--- src/rtl/cache_mem_arbiter.sv ---
// Shares one SRAM controller port between ICache refills and DCache loads/stores.
// Define ARB_STARVE_GUARD_EN to stop a busy DCache from starving ICache.
module cache_mem_arbiter #(
  parameter int ADDR_W       = 32,
  parameter int LINE_W       = 128,
  parameter int STARVE_LIMIT = 4
) (
  input  logic              clk,
  input  logic              rst,
  input  logic              icache_req,
  input  logic [ADDR_W-1:0] icache_addr,
  output logic              icache_ready,
  output logic [LINE_W-1:0] icache_line,
  input  logic              dcache_req,
  input  logic              dcache_we,
  input  logic [ADDR_W-1:0] dcache_addr,
  input  logic [31:0]       dcache_wdata,
  output logic              dcache_ready,
  output logic [LINE_W-1:0] dcache_line,
  input  logic              flush,
  output logic              mem_valid,
  output logic              mem_we,
  output logic [ADDR_W-1:0] mem_addr,
  output logic [31:0]       mem_wdata,
  input  logic              mem_ready,
  input  logic [LINE_W-1:0] mem_rdata
);

  typedef enum logic [1:0] {IDLE, GNT_I, GNT_D, RESP} state_t;

  state_t state;
  logic   cancel;
  logic   icache_eligible;
  logic   force_i;
  logic   grant_d;
  logic   grant_i;

  // A redirect makes the pending fetch address stale, so it must not win this cycle.
  assign icache_eligible = icache_req & ~flush;
  assign grant_d         = dcache_req & ~force_i;
  assign grant_i         = icache_eligible & ~grant_d;

`ifdef ARB_STARVE_GUARD_EN
  logic [2:0] starve_cnt;

  assign force_i = icache_eligible && (32'(starve_cnt) >= 32'(STARVE_LIMIT));

  always_ff @(posedge clk or posedge rst) begin
    if (rst) begin
      starve_cnt <= 3'd0;
    end else if (state == IDLE) begin
      if (grant_d && icache_eligible && (starve_cnt != 3'd7)) begin
        starve_cnt <= starve_cnt + 3'd1;
      end else if (grant_i) begin
        starve_cnt <= 3'd0;
      end
    end
  end
`else
  // Strict DCache priority; the limit can never force an ICache grant here.
  assign force_i = (STARVE_LIMIT < 0);
`endif

  always_ff @(posedge clk or posedge rst) begin
    if (rst) begin
      state        <= IDLE;
      cancel       <= 1'b0;
      mem_valid    <= 1'b0;
      mem_we       <= 1'b0;
      mem_addr     <= '0;
      mem_wdata    <= '0;
      icache_ready <= 1'b0;
      icache_line  <= '0;
      dcache_ready <= 1'b0;
      dcache_line  <= '0;
    end else begin
      icache_ready <= 1'b0;
      dcache_ready <= 1'b0;
      case (state)
        IDLE: begin
          if (grant_d) begin
            state     <= GNT_D;
            mem_valid <= 1'b1;
            mem_we    <= dcache_we;
            mem_addr  <= dcache_addr;
            mem_wdata <= dcache_wdata;
          end else if (grant_i) begin
            state     <= GNT_I;
            mem_valid <= 1'b1;
            mem_we    <= 1'b0;
            mem_addr  <= icache_addr;
            mem_wdata <= '0;
          end
        end
        GNT_I: begin
          // The controller cannot abort, so a cancelled fetch still runs to completion.
          if (flush) begin
            cancel <= 1'b1;
          end
          if (mem_ready) begin
            mem_valid <= 1'b0;
            state     <= RESP;
            if (!cancel && !flush) begin
              icache_line  <= mem_rdata;
              icache_ready <= 1'b1;
            end
          end
        end
        GNT_D: begin
          if (mem_ready) begin
            mem_valid    <= 1'b0;
            state        <= RESP;
            dcache_ready <= 1'b1;
            if (!mem_we) begin
              dcache_line <= mem_rdata;
            end
          end
        end
        RESP: begin
          cancel <= 1'b0;
          state  <= IDLE;
        end
        default: state <= IDLE;
      endcase
    end
  end

endmodule
--- config.mk ---
export PLATFORM = sky130hd
export DESIGN_NAME = cache_mem_arbiter
export DESIGN_NICKNAME = d
export VERILOG_FILES = /design/src/rtl/cache_mem_arbiter.sv
export SDC_FILE = /design/constraint.sdc
export NUM_CORES = 1
export LEC_CHECK = 0
export CAP_MARGIN = 20
export CELL_PAD_IN_SITES_DETAIL_PLACEMENT = 0
export CELL_PAD_IN_SITES_GLOBAL_PLACEMENT = 1
export CORE_AREA = 5 5 213 215
export DETAILED_ROUTE_END_ITERATION = 12
export DIE_AREA = 0 0 218 220
export PLACE_DENSITY = 0.79
export SETUP_SLACK_MARGIN = 0.15
export SKIP_LAST_GASP = 1
export SLEW_MARGIN = 10
export SYNTH_ARGS = -nofsm -noshare
export SYNTH_HDL_FRONTEND = slang
export SYNTH_SLANG_ARGS = --single-unit
--- constraint.sdc ---
create_clock -name clk -period 17.6 [get_ports clk]
set_input_delay 2.64 -clock clk [delete_from_list [all_inputs] [get_ports clk]]
set_output_delay 2.64 -clock clk [all_outputs]
set_load 0.02 [all_outputs]
# Word level (Yosys, flattened, before mapping)
# Cells that the tools add are included.
[word_totals] regBits=327 latch_bits=0 ramBits=0 romBits=0 input_bits=231 out_inout_bits=324 word_cells=56 n_memories=0
[op_classes] addsub=0 multipliers=0 div=0 n_lt_le_gt_ge=0 n_eq_ne=6 n_shift=0 muxes=21 n_bitwise=5 reduce_logical=14
[op_table] op="32-bit two-way mux" count=4
[op_table] op="1-bit two-way mux" count=11
[op_table] op="3-bit AND reduction" count=3
[op_table] op="2-bit two-way mux" count=3
[op_table] op="2-bit case mux with 3 select lines" count=1
[op_table] op="2-bit AND reduction" count=3
[op_table] op="2-bit nonzero test" count=3
[op_table] op="2-bit == test, second input constant" count=2
[op_table] op="1-bit case mux with 2 select lines" count=2
[op_table] op="3-bit inequality test, second input constant" count=1
[op_table] op="1-bit NOT" count=3
[op_table] op="1-bit AND" count=2
[op_table] op="2-bit by 1-bit == test with 1-bit output, second input constant" count=1
[op_table] op="1-bit zero test" count=2
[op_table] op="2-bit zero test" count=1
[op_table] op="2-bit by 1-bit inequality test with 1-bit output, second input constant" count=1
[op_table] op="2-bit inequality test, second input constant" count=1
[op_table] op="2-bit OR reduction" count=1
[op_table] op="1-bit logical AND" count=1

# Longest topological paths before layout
[logic_depth] ltp_word=6 ltp_mapped=7 ltp_nobuf=5

# Worst setup path before layout
# OpenSTA, ideal clock, no wires.
[synth_path] kind="input to register" from="input port dcache_req" to="register mem_addr[10]" setup_time_ps=125 t_arrival_ps=3596 required_ps=17475 setup_slack_ps=13879 stages=5 path_buffers=3 path_cell_list="buf_4 -> o21ai_1 -> buf_4 -> buf_4 -> mux2_2"
[synth_between] elab_chain_cells=4 elab_cells_between_ends=5 cone_classes="mux (1); bitwise (2); reduce/logical (2)"
[synth_lines] element="start: declaration" line="14" text="input logic dcache_req,"
[synth_lines] element="1-bit NOT" line="41" text="assign grant_i = icache_eligible & ~grant_d;"
[synth_lines] element="1-bit AND" line="41"
[synth_lines] element="2-bit nonzero test (no line)"
[synth_lines] element="2-bit AND reduction (no line)"
[synth_lines] element="end signal: assignment" line="85" text="mem_addr <= dcache_addr;"
[synth_lines] element="end signal: assignment" line="91" text="mem_addr <= icache_addr;"
[synth_lines] element="end: declaration" line="23" text="output logic [ADDR_W-1:0] mem_addr,"
# Parallel ways exist; a longest one is shown, timed or not.
# A chain may end at the register's enable or synchronous reset.

# Worst setup path after layout
[layout_path] from="input port flush" to="register icache_line[7]"
[layout_between] elab_chain_cells=3
[layout_lines] element="start: declaration" line="20" text="input logic flush,"
[layout_lines] element="1-bit zero test" line="103" text="if (!cancel && !flush) begin"
[layout_lines] element="1-bit logical AND" line="103"
[layout_lines] element="3-bit AND reduction (no line)"
[layout_lines] element="end signal: assignment" line="104" text="icache_line <= mem_rdata;"
[layout_lines] element="end: declaration" line="13" text="output logic [LINE_W-1:0] icache_line,"
# No other way between the ends.

==> summary by stage <==
Setup path
The sort of element at the end of the critical path is a register. The peak fanout along the critical path is 51. Data on the critical path arrives at its endpoint at 5.21 ns. The largest individual stage delay along the critical path comes from the cell sky130_fd_sc_hd__buf_4.

Traced cell by cell, the critical path runs through clkdlybuf4s50_1 > and4bb_4 > buf_4 > mux2_2. In this design, the stage delay of the slowest critical-path cell is 0.82 ns. The source of the worst register-to-register timing path is state[1]. The path type of the worst setup path is in -> reg. The worst setup path is launched from a primary input. The critical path starts at flush.

STA puts the critical path data required time at 18.01 ns.

Die
The die outline height is roughly 220 um. The total core area is approximately 44000 um^2. For this design the top-level I/O count stands at 555. The initialized floorplan defines 77 standard-cell rows. The die covers 48000 um^2. The starting utilization of the core area is 30.2%. The die extent in x is 218 um.

Worst hold path
In this run the worst hold path is classified as reg -> reg. The start point of the worst hold path is icache_line[3].

Clock tree
The post-cts sizing count is 0. The TritonCTS clock tree is done. The H-tree was split into 2 levels.

The buffer depth of the longest clock path is 3. The number of clock sinks seen by CTS is 327. For this design, the CTS-stage hold fixing added 0 buffers.

The tree is rooted in a sky130_fd_sc_hd__clkbuf_16. In this run, CTS created clock tree buffers numbering 37. The clock-pin slew on the worst setup and hold paths is 0.06 ns.

The clock latency on the worst-skew pair is ~0.53 ns. The total setup buffers inserted after CTS is 0.

STA
The number of endpoints failing setup at the final stage is 0. The total negative slack for setup checks is 0 ns. The achievable frequency is 208 MHz. Setup repair after global routing left no endpoint under its margin. The final-report hold violation count is 0. The actual slew at the worst max-slew pin is 0.979 ns. Clock skew on the completed layout was measured at between 0.015 and 0.02 ns. The worst-case headroom to the max-slew limit is 34.7%.

The portion of the clock cycle consumed by the worst path in the final layout is between 20 and 30%. The final max-slew violation count is 0. The routed design could run at a clock period as short as roughly 4.8 ns.

Final layout
The final-layout fill cell count is a little under 4000. The number of inserted diodes is 0. The post-route non-filler standard cell count is 1931.

After the last flow step, the layout net total stands at between 1500 and 2000. In the final layout, the share of cells above drive strength 1 is between 20% and 30%. Relative to the synthesized area, the layout overhead comes to 53.8%.

Drt
The total detailed-routing wirelength is about 40000 um. The wire length per cell after detailed routing is slightly above 20 um. The met1 layer wirelength in the final routing is about 14000 um. The top layer reached by signal wires is met4. The met2 wire length is around 20000 um. Before antenna repair, the detailed router went through 4 iterations. The count of vias placed by the detailed router is ~8500. The sum of met3 wire segment lengths after detailed routing is 3530 um. The detailed router finished its first iteration with 322 violations.

The antenna violation net count after detailed routing is 0. The post-detailed-route via-to-cell ratio is 4.40. The post-detailed-route DRC marker count is 0.

Synthesis
In this run, distinct cell masters in the synthesized netlist total 23. Of all flip-flops after synthesis, the portion carrying an async set or reset was 100%. The leading register cell type out of synthesis is sky130_fd_sc_hd__dfrtp_1. The number of instances in the synthesized netlist is roughly 750. The portion of synthesized cell area occupied by the leading cell type is 62.1%. The synthesized netlist occupies a cell area of 13200 um^2.

The count of state elements after synthesis is 327. The synthesized net count is 990. The synthesized design contains 0 enable-type register cells. The library cell with the highest instance count after synthesis is sky130_fd_sc_hd__dfrtp_1. Yosys attributes the largest share of cell area to sky130_fd_sc_hd__dfrtp_1, sky130_fd_sc_hd__mux2_2, sky130_fd_sc_hd__mux2_4. The cell taking the most area after synthesis is sky130_fd_sc_hd__dfrtp_1. The proportion of synthesized chip area in sequential cells is 62.1%. The number of synthesis warnings is 0. In the synthesized netlist, the cells that appear most often are sky130_fd_sc_hd__dfrtp_1, sky130_fd_sc_hd__mux2_2, sky130_fd_sc_hd__mux2_4, sky130_fd_sc_hd__a22o_1, sky130_fd_sc_hd__buf_6. The mean area per synthesized cell is between 15 and 20 um^2.

Global routing
The global router's overall resource usage is 15.5%. After global routing the overflow that remains totals 0. Entering global routing, the biggest net connects 112 pins. The via count of the first global-routing pass is 9328. The wire length of the first global-routing pass is approximately 58000 um. The number of antenna violations at the first check in global routing is 0.

Power
VDD sags by at most 0.0000934 V. For this design the static power due to leakage is 8.58 nW. The power per cell area is approximately 200 nW/um^2.

Placed design
Routability-driven placement finished with a final weighted congestion of 0.779. After detailed placement, the design holds a cell count of approximately 1900. The HPWL after detailed placement is 28900 um. The number of port buffers is roughly 550.

Outcome
The flow ran to the end, and the final reports show no timing, DRC or antenna violations.

Job
Max-cap violations in this run came to 0.
-- sequential cells by signal, indices dropped and copies added (netlist names) --
register and cells:
state 2, dcache_ready 1, cancel 1, icache_line 128, dcache_line 128, mem_we 1, mem_valid 1, mem_addr 32
icache_ready 1, mem_wdata 32
-- power breakdown --
| group | internal [mW] | switching (mW) |
|---|---|---|
| clock network | 0.440 | 0.299 |
| logic | 1.07 | 0.903 |
| registers | 1.13 | 0.208 |
| total | 2.64 | 1.41 |
-- cell usage in the layout (no fill, tap or decap), types with 2 or more instances in the layout --
cell                              count
sky130_fd_sc_hd__clkdlybuf4s50_1    554
sky130_fd_sc_hd__dfrtp_1            327
sky130_fd_sc_hd__mux2_2             221
sky130_fd_sc_hd__mux2_4             100
sky130_fd_sc_hd__clkbuf_16           39
sky130_fd_sc_hd__a22o_1              33
sky130_fd_sc_hd__buf_4               10
sky130_fd_sc_hd__clkbuf_1             9
sky130_fd_sc_hd__clkinv_2             7
sky130_fd_sc_hd__ha_1                 5
sky130_fd_sc_hd__clkbuf_8             5
sky130_fd_sc_hd__inv_1                4
sky130_fd_sc_hd__nor2b_1              3
sky130_fd_sc_hd__and2_1               2
sky130_fd_sc_hd__nand2b_1             2
sky130_fd_sc_hd__a21oi_1              2
sky130_fd_sc_hd__o21ai_0              2
sky130_fd_sc_hd__nand2_1              2
-- worst max-delay path: cells and delay by family --
| kind | cells | cell delay, ns |
|---|---|---|
| buffers and inverters | 2 | 1.29 |
| AND/OR/NAND/NOR | 1 | 0.75 |
| multiplexers | 1 | 0.41 |
-- path summary, 6_finish.rpt --
kind,endpoint,slack (ns),cells after the start
max in group asynchronous,dcache_line[106],12.85,5
worst min-delay path,icache_line[3],0.49,1
worst max-delay path,icache_line[7],12.80,4
min in group asynchronous,dcache_line[28],2.63,2
worst min register to register,icache_line[3],0.49,1
worst max register to register,icache_line[7],14.72,5
-- metal layers --
metal | vias to the layer above | global-route usage (%)
li1 | 3818 | -
met1 | 4254 | 17.4
met2 | 354 | 27.2
met3 | 66 | 5.72
met4 | 0 | 5.23
met5 | - | 0
-- stage by stage --
stage               setup slack [ns]  total power [mW]  util (%)  hold WS, ns  cell area, um^2
finish                         12.80              4.05      46.5        0.495            20300
global route                   12.38              4.25      46.5        0.509            20300
CTS                            12.42              4.11      46.4        0.501            20200
detailed placement             11.81              3.34      43.8        0.487            19100
global placement               11.86              3.31      43.8        0.468            19100
floorplan                       5.91              2.36         -        0.492            13200
-- area by class of cell --
class                           count  area (um^2)  share of cell area (%)
Sequential cell                   327         8180                    40.4
Timing Repair Buffer              565         5650                    27.9
Multi-Input combinational cell    379         4500                    22.2
Clock buffer                       53         1080                    5.33
Tap cell                          592          741                    3.66
Clock inverter                     10         81.3                   0.402
Inverter                            5         26.3                   0.130
-- logic make-up (layout without fill, tap and decap cells) --
group                    after synthesis  after routing  share of synthesized area [%]
AND/OR/NAND/NOR                       12             12                          0.618
buffers and inverters                 48            633                           3.88
flip-flops                           327            327                           62.1
multiplexers                         323            323                           30.5
adder cells (fa/ha/maj)                5              5                          0.475
AO/OA/AOI/OAI                         39             39                           2.44
Note: power is estimated with default switching activity, not from simulation.
